### config.mk
export PLATFORM = sky130hd
export DESIGN_NAME = sha_input_manager
export DESIGN_NICKNAME = d
export VERILOG_FILES = /design/src/rtl/sha_pkg.sv /design/src/rtl/sha_nonce_counter.sv /design/src/rtl/sha_input_manager.sv
export SDC_FILE = /design/constraint.sdc
export NUM_CORES = 1
export LEC_CHECK = 0
export CORE_AREA = 2 2 299 301
export CTS_CLUSTER_DIAMETER = 40
export DETAILED_ROUTE_END_ITERATION = 12
export DIE_AREA = 0 0 301 303
export PLACE_DENSITY = 0.55
export REMOVE_ABC_BUFFERS = 1
export SLEW_MARGIN = 10
export SYNTH_ARGS = -nofsm -noshare
export SYNTH_HDL_FRONTEND = slang
export SYNTH_SLANG_ARGS = --single-unit
### constraint.sdc
create_clock -name clk -period 2.5 [get_ports clk]
set_clock_uncertainty 0.2 [all_clocks]
set_input_delay 0.5 -clock clk [delete_from_list [all_inputs] [get_ports clk]]
set_output_delay 0.5 -clock clk [all_outputs]
set_load 0.05 [all_outputs]
### src/rtl/sha_pkg.sv
// Shared types and constants for the SHA256 mining front end.
// Holds the dispatcher state encoding, the job word widths and a
// constant-friendly ceil(log2) helper used to size counters.
package sha_pkg;

    typedef enum logic [1:0] {
        IDLE  = 2'd0,
        RUN   = 2'd1,
        DRAIN = 2'd2
    } state_t;

    localparam int MIDSTATE_W = 256;
    localparam int TAIL_W     = 96;
    localparam int NONCE_W    = 32;

    // Smallest n with 2**n >= value; clog2(1) is 0
    function automatic int clog2(input int value);
        int result;
        result = 0;
        for (int i = 0; i < 31; i++) begin
            if ((1 << i) < value) begin
                result = i + 1;
            end
        end
        return result;
    endfunction

endpackage

### src/rtl/sha_nonce_counter.sv
// Offset counter that walks one nonce slice.
// Clear has priority over enable, and the count saturates at the top of the
// slice so a stray enable can never wrap the offset back into searched space.
module sha_nonce_counter
#(
    parameter int OW = 7
)
(
    input  logic          clk,
    input  logic          n_rst,
    input  logic          i_clear,
    input  logic          i_enable,
    output logic [OW-1:0] o_offset,
    output logic          o_last
);

    logic [OW-1:0] r_offset;

    // Offset register: clear on a new job, step once per enabled cycle, hold at the top
    always_ff @(posedge clk or negedge n_rst) begin
        if (!n_rst) begin
            r_offset <= '0;
        end else if (i_clear) begin
            r_offset <= '0;
        end else if (i_enable && !o_last) begin
            r_offset <= r_offset + OW'(1);
        end
    end

    assign o_last   = (r_offset == {OW{1'b1}});
    assign o_offset = r_offset;

endmodule

### src/rtl/sha_input_manager.sv
// Work dispatcher for the SHA256 core array.
// Captures one job, broadcasts it to all cores and sweeps the nonce space,
// each core owning the slice selected by the top CW nonce bits. A job ends on
// slice exhaustion (after draining the core pipeline), on found, or on abort.
// Optional feature macro: SHA_INPUT_STALL_EN adds a stall input that pauses
// the sweep and freezes the drain countdown.
module sha_input_manager
    import sha_pkg::*;
#(
    parameter int NUM_CORES  = 2,
    parameter int NONCE_BITS = 32,
    parameter int PIPE_DEPTH = 128
)
(
    input  logic                         clk,
    input  logic                         n_rst,
    input  logic                         job_valid,
    output logic                         job_ready,
    input  logic [MIDSTATE_W-1:0]        job_midstate,
    input  logic [TAIL_W-1:0]            job_tail,
    input  logic                         found,
    input  logic                         abort,
`ifdef SHA_INPUT_STALL_EN
    input  logic                         stall,
`endif
    output logic [MIDSTATE_W-1:0]        core_midstate,
    output logic [TAIL_W-1:0]            core_tail,
    output logic [NONCE_W*NUM_CORES-1:0] core_nonce,
    output logic                         core_enable,
    output logic                         busy,
    output logic                         exhausted
);

    localparam int CW = clog2(NUM_CORES);
    localparam int OW = NONCE_BITS - CW;
    localparam int DW = clog2(PIPE_DEPTH + 1);

    state_t                r_state;
    state_t                w_next;
    logic [DW-1:0]         r_drain;
    logic                  r_busy;
    logic                  r_exhausted;
    logic [MIDSTATE_W-1:0] r_midstate;
    logic [TAIL_W-1:0]     r_tail;
    logic                  w_stall;
    logic                  w_accept;
    logic                  w_exhaustNext;
    logic [OW-1:0]         w_offset;
    logic                  w_last;

`ifdef SHA_INPUT_STALL_EN
    assign w_stall = stall;
`else
    assign w_stall = 1'b0;
`endif

    assign w_accept    = (r_state == IDLE) && job_valid;
    assign core_enable = (r_state == RUN) && !w_stall;
    assign job_ready   = (r_state == IDLE);
    assign busy        = r_busy;
    assign exhausted   = r_exhausted;

    sha_nonce_counter #(.OW(OW)) u_counter (
        .clk      (clk),
        .n_rst    (n_rst),
        .i_clear  (w_accept),
        .i_enable (core_enable),
        .o_offset (w_offset),
        .o_last   (w_last)
    );

    // Next-state decode: abort beats found, and both beat slice exhaustion
    always_comb begin
        w_next        = r_state;
        w_exhaustNext = 1'b0;
        case (r_state)
            IDLE: begin
                if (job_valid) begin
                    w_next = RUN;
                end
            end
            RUN: begin
                if (abort || found) begin
                    w_next = IDLE;
                end else if (w_last && !w_stall) begin
                    w_next = DRAIN;
                end
            end
            DRAIN: begin
                if (abort || found) begin
                    w_next = IDLE;
                end else if ((r_drain == '0) && !w_stall) begin
                    w_next        = IDLE;
                    w_exhaustNext = 1'b1;
                end
            end
            default: begin
                w_next = IDLE;
            end
        endcase
    end

    // State register plus the registered busy flag and one-cycle exhausted pulse
    always_ff @(posedge clk or negedge n_rst) begin
        if (!n_rst) begin
            r_state     <= IDLE;
            r_busy      <= 1'b0;
            r_exhausted <= 1'b0;
        end else begin
            r_state     <= w_next;
            r_busy      <= (w_next != IDLE);
            r_exhausted <= w_exhaustNext;
        end
    end

    // Drain countdown covers the cycles the last nonces spend inside the cores
    always_ff @(posedge clk or negedge n_rst) begin
        if (!n_rst) begin
            r_drain <= '0;
        end else if ((r_state == RUN) && (w_next == DRAIN)) begin
            r_drain <= DW'(PIPE_DEPTH - 1);
        end else if ((r_state == DRAIN) && !w_stall && (r_drain != '0)) begin
            r_drain <= r_drain - DW'(1);
        end
    end

    // Job words are held from acceptance until the next accepted job
    always_ff @(posedge clk or negedge n_rst) begin
        if (!n_rst) begin
            r_midstate <= '0;
            r_tail     <= '0;
        end else if (w_accept) begin
            r_midstate <= job_midstate;
            r_tail     <= job_tail;
        end
    end

    assign core_midstate = r_midstate;
    assign core_tail     = r_tail;

    // Per-core nonce: core index in the top bits, shared offset below; zero while idle
    always_comb begin
        core_nonce = '0;
        for (int i = 0; i < NUM_CORES; i++) begin
            if (r_busy) begin
                core_nonce[NONCE_W*i +: NONCE_W] = (NONCE_W'(i) << OW) | NONCE_W'(w_offset);
            end
        end
    end

endmodule

# Word level (Yosys, flattened, before mapping)
# Index checks and enable logic that the tools add are counted.
# Widths: inputs -> output; s select.
[word_totals]
reg_bits = 395
latchBits = 0
ramBits = 0
rom_bits = 0
inputBits = 357
out_inout_bits = 420
elab_cells = 40
mem_count = 0
[op_classes]
addsub = 2
multipliers = 0
div_mod_pow = 0
magnitude_cmp = 0
n_eq_ne = 4
shifts = 0
n_mux = 15
n_bitwise = 0
n_reduce_logical = 12
[op_table]
columns = ["cell", "n"]
rows = [
  ["$mux 31", 3],
  ["$mux 32", 1],
  ["$add 31x1->31 const B", 1],
  ["$eq 31x31->1 const B", 1],
  ["$mux 8", 2],
  ["$mux 2", 5],
  ["$logic_not 8->1", 1],
  ["$reduce_bool 8->1", 1],
  ["$sub 8x1->8 const B", 1],
  ["$pmux 2 s3", 1],
  ["$reduce_bool 2->1", 3],
  ["$eq 2x2->1 const B", 2],
  ["$logic_and 1x1->1", 4],
  ["$mux 1", 3],
  ["$eq 2x1->1 const B", 1],
  ["$logic_not 2->1", 1],
  ["$logic_not 1->1", 1],
  ["$logic_or 1x1->1", 1],
]

# Logic depth before layout (Yosys ltp)
[depth]
depth_word = 7
mapped_depth = 8
ltp_nobuf = 7

# By module
# From an unflattened synthesis, not the netlist that was laid out.
[unflattened]
cells_unflattened = 1071
hier_area_um2 = 17184.0
[by_module_without_submodules]
columns = ["mod", "instances", "cells_per_inst", "area_each_um2", "seq_area_each_um2"]
rows = [
  ["sha_input_manager", 1, 874, 15404.8, 9108.7],
  ["sha_nonce_counter", 1, 197, 1779.2, 775.7],
]

# Worst setup path before layout
# OpenSTA, ideal clock, no wires.
[synth_path]
kind = "reg2reg"
startpoint = "register r_state[0]"
endpoint = "register u_counter.r_offset[30] (netlist: u_counter.o_offset[30])"
setup_ns = 0.139
arrival_ns = 2.126
required_time_ns = 2.161
setup_slack_ns = 0.035
path_stages_with_launch = 7
n_path_buf = 3
synth_period_minus_slack_ns = 2.465
path_cell_list = "dfrtp_1 -> nor2_1 -> and2_0 -> clkbuf_1 -> clkbuf_1 -> clkbuf_1 -> o22ai_1"
[synth_via]
elab_chain_len = 3
elab_cells_between_ends = 6
classes_between = "eq/ne (1); mux (1); reduce/logical (4)"
[synth_rtl]
columns = ["element", "line", "source"]
rows = [
  ["start, declared", "sha_input_manager.sv:38", "state_t r_state;"],
  ["start signal, assigned", "sha_input_manager.sv:110", "r_state <= w_next;"],
  ["$logic_not 2->1 *", "n/a", ""],
  ["net job_ready", "sha_input_manager.sv:18", "output logic job_ready,"],
  ["$logic_and 1x1->1 *", "sha_input_manager.sv:57", "assign w_accept = (r_state == IDLE) && job_valid;"],
  ["$mux 31 or $reduce_bool 2->1 (tied branches)", "n/a", ""],
  ["end signal, assigned", "sha_nonce_counter.sv:26", "r_offset <= r_offset + OW'(1);"],
  ["end, declared", "sha_nonce_counter.sv:17", "logic [OW-1:0] r_offset;"],
]
# Mark *: on every way through the listed nets, which the timed path passes. The rest lies on a longest branch.
# A chain may end at the register's enable or synchronous reset.

# Worst setup path after layout
[layout_path]
startpoint = "register r_state[1]"
endpoint = "output core_enable"
[layout_via]
elab_chain_len = 1
[layout_rtl]
columns = ["element", "line", "source"]
rows = [
  ["$eq 2x1->1", "sha_input_manager.sv:58", "assign core_enable = (r_state == RUN) && !w_stall;"],
  ["end, declared", "sha_input_manager.sv:29", "output logic core_enable,"],
]
# No other way between the ends.

==> summary.md <==
| Metric | Value |
|---|---|
| Largest stage delay, worst path | `0.37 ns` |
| Hold Path Class | `in2async` |
| Min cycle time layout | `2.41 ns` |
| Post-Syn Area | `15900 um2` |
| Num CTS Buffers | `81` |
| ANT cells | `0` |
| Pwr Total | `26.4 mW` |
| Prevailing post-synth register cell | `dfrtp_1` |
| Area growth, synth to finish | `79.8%` |
| Synth cell types | `54` |
| Detail Route Antenna Nets | `0` |
| Gpl congestion | `0.823` |
| Drt pass-1 iters | `8` |
| HPWL after DPL | `46.7 mm` |
| LEAKAGE | `14.3 nW` |
| CTS tree | `yes` |
| NetSw | `9.62 mW` |
| Critical path buffers and inverters | `4` |
| Number of global-route vias before repair | `15200` |
| Startpoint types | `flop` |
| Outcome | `finished clean` |
| Worst r2r src | `u_counter.o_offset[23]` |
| Yosys reg bits | `395` |
| Clk sink count | `395` |
| Sw frac | `0.365` |
| Crit. End Element | `output port` |
| Worst hold slack | `0.163 ns` |
| Slew headroom | `0.537` |
| Commonest cells post-synth | `nand2_1 (1085), dfrtp_1 (395), clkbuf_1 (84)` |
| Worst-Margin Slew | `0.689 ns` |
| Layout cells sized above 1 | `0.119` |
| I/O Buffers | `775` |
| DRC Markers | `0` |
| Final WL | `61.8 mm` |
| Clock power share | `0.420` |
| Gate power share | `0.281` |
| Family with the most delay on the worst path | `buffers and inverters` |
| Worst EP arrival | `1.71 ns` |
| Post-DP Area | `26100 um2` |
| Final worst-path cycle share | `0.962` |
| CP most frequent cell | `buf_6` |
| Rows | `109` |
| Peak Freq | `0.416 GHz` |
| Drt wl/cell | `16.1 um` |
| Starting Density | `0.180` |
| Crit Path Max Fanout | `9` |
| Clk pin slew, worst setup/hold paths | `0.04 ns` |
| Clock root buffer | `clkbuf_16` |
| Kind of critical path | `reg2out` |
| Top Ports | `777` |
| Final setup fails | `0` |
| Hold Fails Final Rpt | `0` |
| Largest cells by area after synthesis | `dfrtp_1 (62%), nand2_1 (26%), clkbuf_1 (2.0%), buf_4 (1.6%), and2_1 (1.2%)` |
| Max Cap Violations | `0` |
| Layout Cells excl Fill | `3849` |
| Post-synthesis sequential area ratio | `0.623` |
| Mean Syn Cell Area | `8.80 um2` |
| Nets | `2982` |
| H-Tree Level Count | `3` |
| Die H | `303 um` |
| CTS Buffer Depth | `3` |
| Core area | `88000 um2` |
| Worst EP required | `1.80 ns` |
| Placed cells | `3702` |
| Reg2reg end | `u_counter.o_offset[9]` |
| Yosys warning total | `0` |
| Slew Limit Fails | `0` |
| Initial antenna violation count | `1` |
| Post-Synthesis Cells | `1803` |
| Detailed-route vias per instance | `3.85` |
| Post-synth EDFFs | `0` |
| Area leader, netlist | `dfrtp_1` |
| Initial DRC count | `704` |
| Die Area | `91200 um2` |
| Post-route cell area | `28500 um2` |
| Pin count of the biggest net entering global routing | `68` |
| Grt ovf | `0` |
| Via count | `14800` |
| Reg power frac | `0.299` |
| Final core occ | `0.324` |
| Crit-path slowest cell | `dfrtp_1` |
| Pint | `16.8 mW` |
| Top cell type's share of synthesized area | `0.623` |
| FF-to-FF setup slack | `0.13 ns` |
| GRT Total Usage | `0.132` |
| Most frequent cell after synthesis | `nand2_1` |
| CP Cell Sequence | `nand2b_4, buf_6, clkinvlp_4, buf_6, buf_12` |
| Pwr per Cell Area | `925 nW/um2` |
| Ys async rst share | `1.00` |
| Chip Width | `301 um` |
| Worst-Skew Late Latency | `0.62 ns` |
| Reg2Reg Depth | `5` |
| Peak supply drop | `0.000573 V` |
| First-pass GRT wire length | `92.5 mm` |
-- how the worst max path moves through the flow --
stage	endpoint	from	cells after the start
3_5_place_dp	core_midstate[83]	job_valid	6
4_1_cts	core_enable	r_state[1]	5
2_1_floorplan	u_counter.o_offset[14]	r_state[0]	4
6_report	core_enable	r_state[1]	5
3_3_place_gp	core_midstate[137]	job_valid	6
5_1_grt	core_enable	r_state[1]	5
-- layer usage --
layer | vias up | wire length (um) | GRT usage
met2 | 570 | 30500 | 0.221
met1 | 6909 | 24000 | 0.150
li1 | 7221 | - | -
met5 | - | 14 | 0
met4 | 2 | 2240 | 0.0637
met3 | 126 | 5130 | 0.0462
-- state kept, by name, summed over array words and instances, names as in the netlist --
register	flops
r_state	2
busy	1
exhausted	1
r_drain	8
u_counter.o_offset	31
core_midstate	256
core_tail	96
-- kinds of logic (layout without fill, tap and decap cells) --
group,count (synthesis),in the layout,synth area share
compound gates,49,49,0.0200
simple gates,1211,1211,0.306
buf+inv,129,1010,0.0400
xor+xnor,10,10,0.00552
mux,6,6,0.00378
fa+ha+maj,2,2,0.00158
other cells,1,1,0.000236
flops,395,395,0.623
-- cell type report --
| type | count | area [um2] |
|---|---|---|
| Clock inverter | 47 | 643 |
| Multi-Input combinational cell | 1279 | 5400 |
| Inverter | 7 | 30.0 |
| Timing Repair Buffer | 859 | 8980 |
| Clock buffer | 97 | 2140 |
| Tap cell | 1165 | 1460 |
| Sequential cell | 395 | 9880 |
| Fill cell | 9240 | 59400 |
-- placed cells by master, fill, tap and decap left out, types with 3 or more instances in the layout --
cell type | synthesis | layout
clkinv_2 | 0 | 10
and2_2 | 1 | 14
clkbuf_8 | 0 | 5
nor4_1 | 9 | 9
clkinv_4 | 0 | 6
nand3_1 | 14 | 14
or3_1 | 5 | 5
a21oi_1 | 14 | 14
dfrtp_1 | 395 | 395
mux2i_1 | 6 | 6
nand4_1 | 12 | 12
o211ai_1 | 3 | 3
clkinvlp_4 | 0 | 7
clkbuf_16 | 0 | 81
buf_4 | 34 | 56
and2_1 | 31 | 18
or4_1 | 6 | 6
bufinv_16 | 0 | 11
dlygate4sd2_1 | 0 | 348
nand2_1 | 1085 | 1085
nor2_1 | 20 | 20
xor2_1 | 7 | 7
nand2b_1 | 7 | 6
o21ai_0 | 12 | 12
o31ai_1 | 6 | 6
nor3_1 | 3 | 3
clkdlybuf4s50_1 | 0 | 355
clkbuf_1 | 84 | 11
inv_1 | 7 | 6
buf_6 | 3 | 3
xnor2_1 | 3 | 3
inv_6 | 0 | 10
buf_12 | 0 | 95
-- power groups by stage --
stage	Combinational, mW	Sequential (mW)	Clock [mW]
3_3_place_gp	8.13	8.00	0
6_report	7.41	7.90	11.1
4_1_cts	7.51	7.91	11.4
2_1_floorplan	1.44	11.3	0
3_5_place_dp	8.14	8.01	0
5_1_grt	7.85	8.02	11.7
-- per-stage QoR --
step	TNS [ns]	setup slack, ns
floorplan	-3071.54	-8.54
finish	0	0.0940
global placement	0	0.0652
detailed placement	0	0.0514
global route	-0.00566	-0.00566
CTS	-0.0812	-0.0812
-- what timing repair did --
item,4_1_cts,5_1_grt
gates cloned,0,0
buffers inserted,0,2
setup endpoints to repair,411,18
endpoints found under the hold margin,234,0
gates resized for setup,359,8
hold buffers,1,0
No activity file was read; power rests on OpenSTA's default activity.
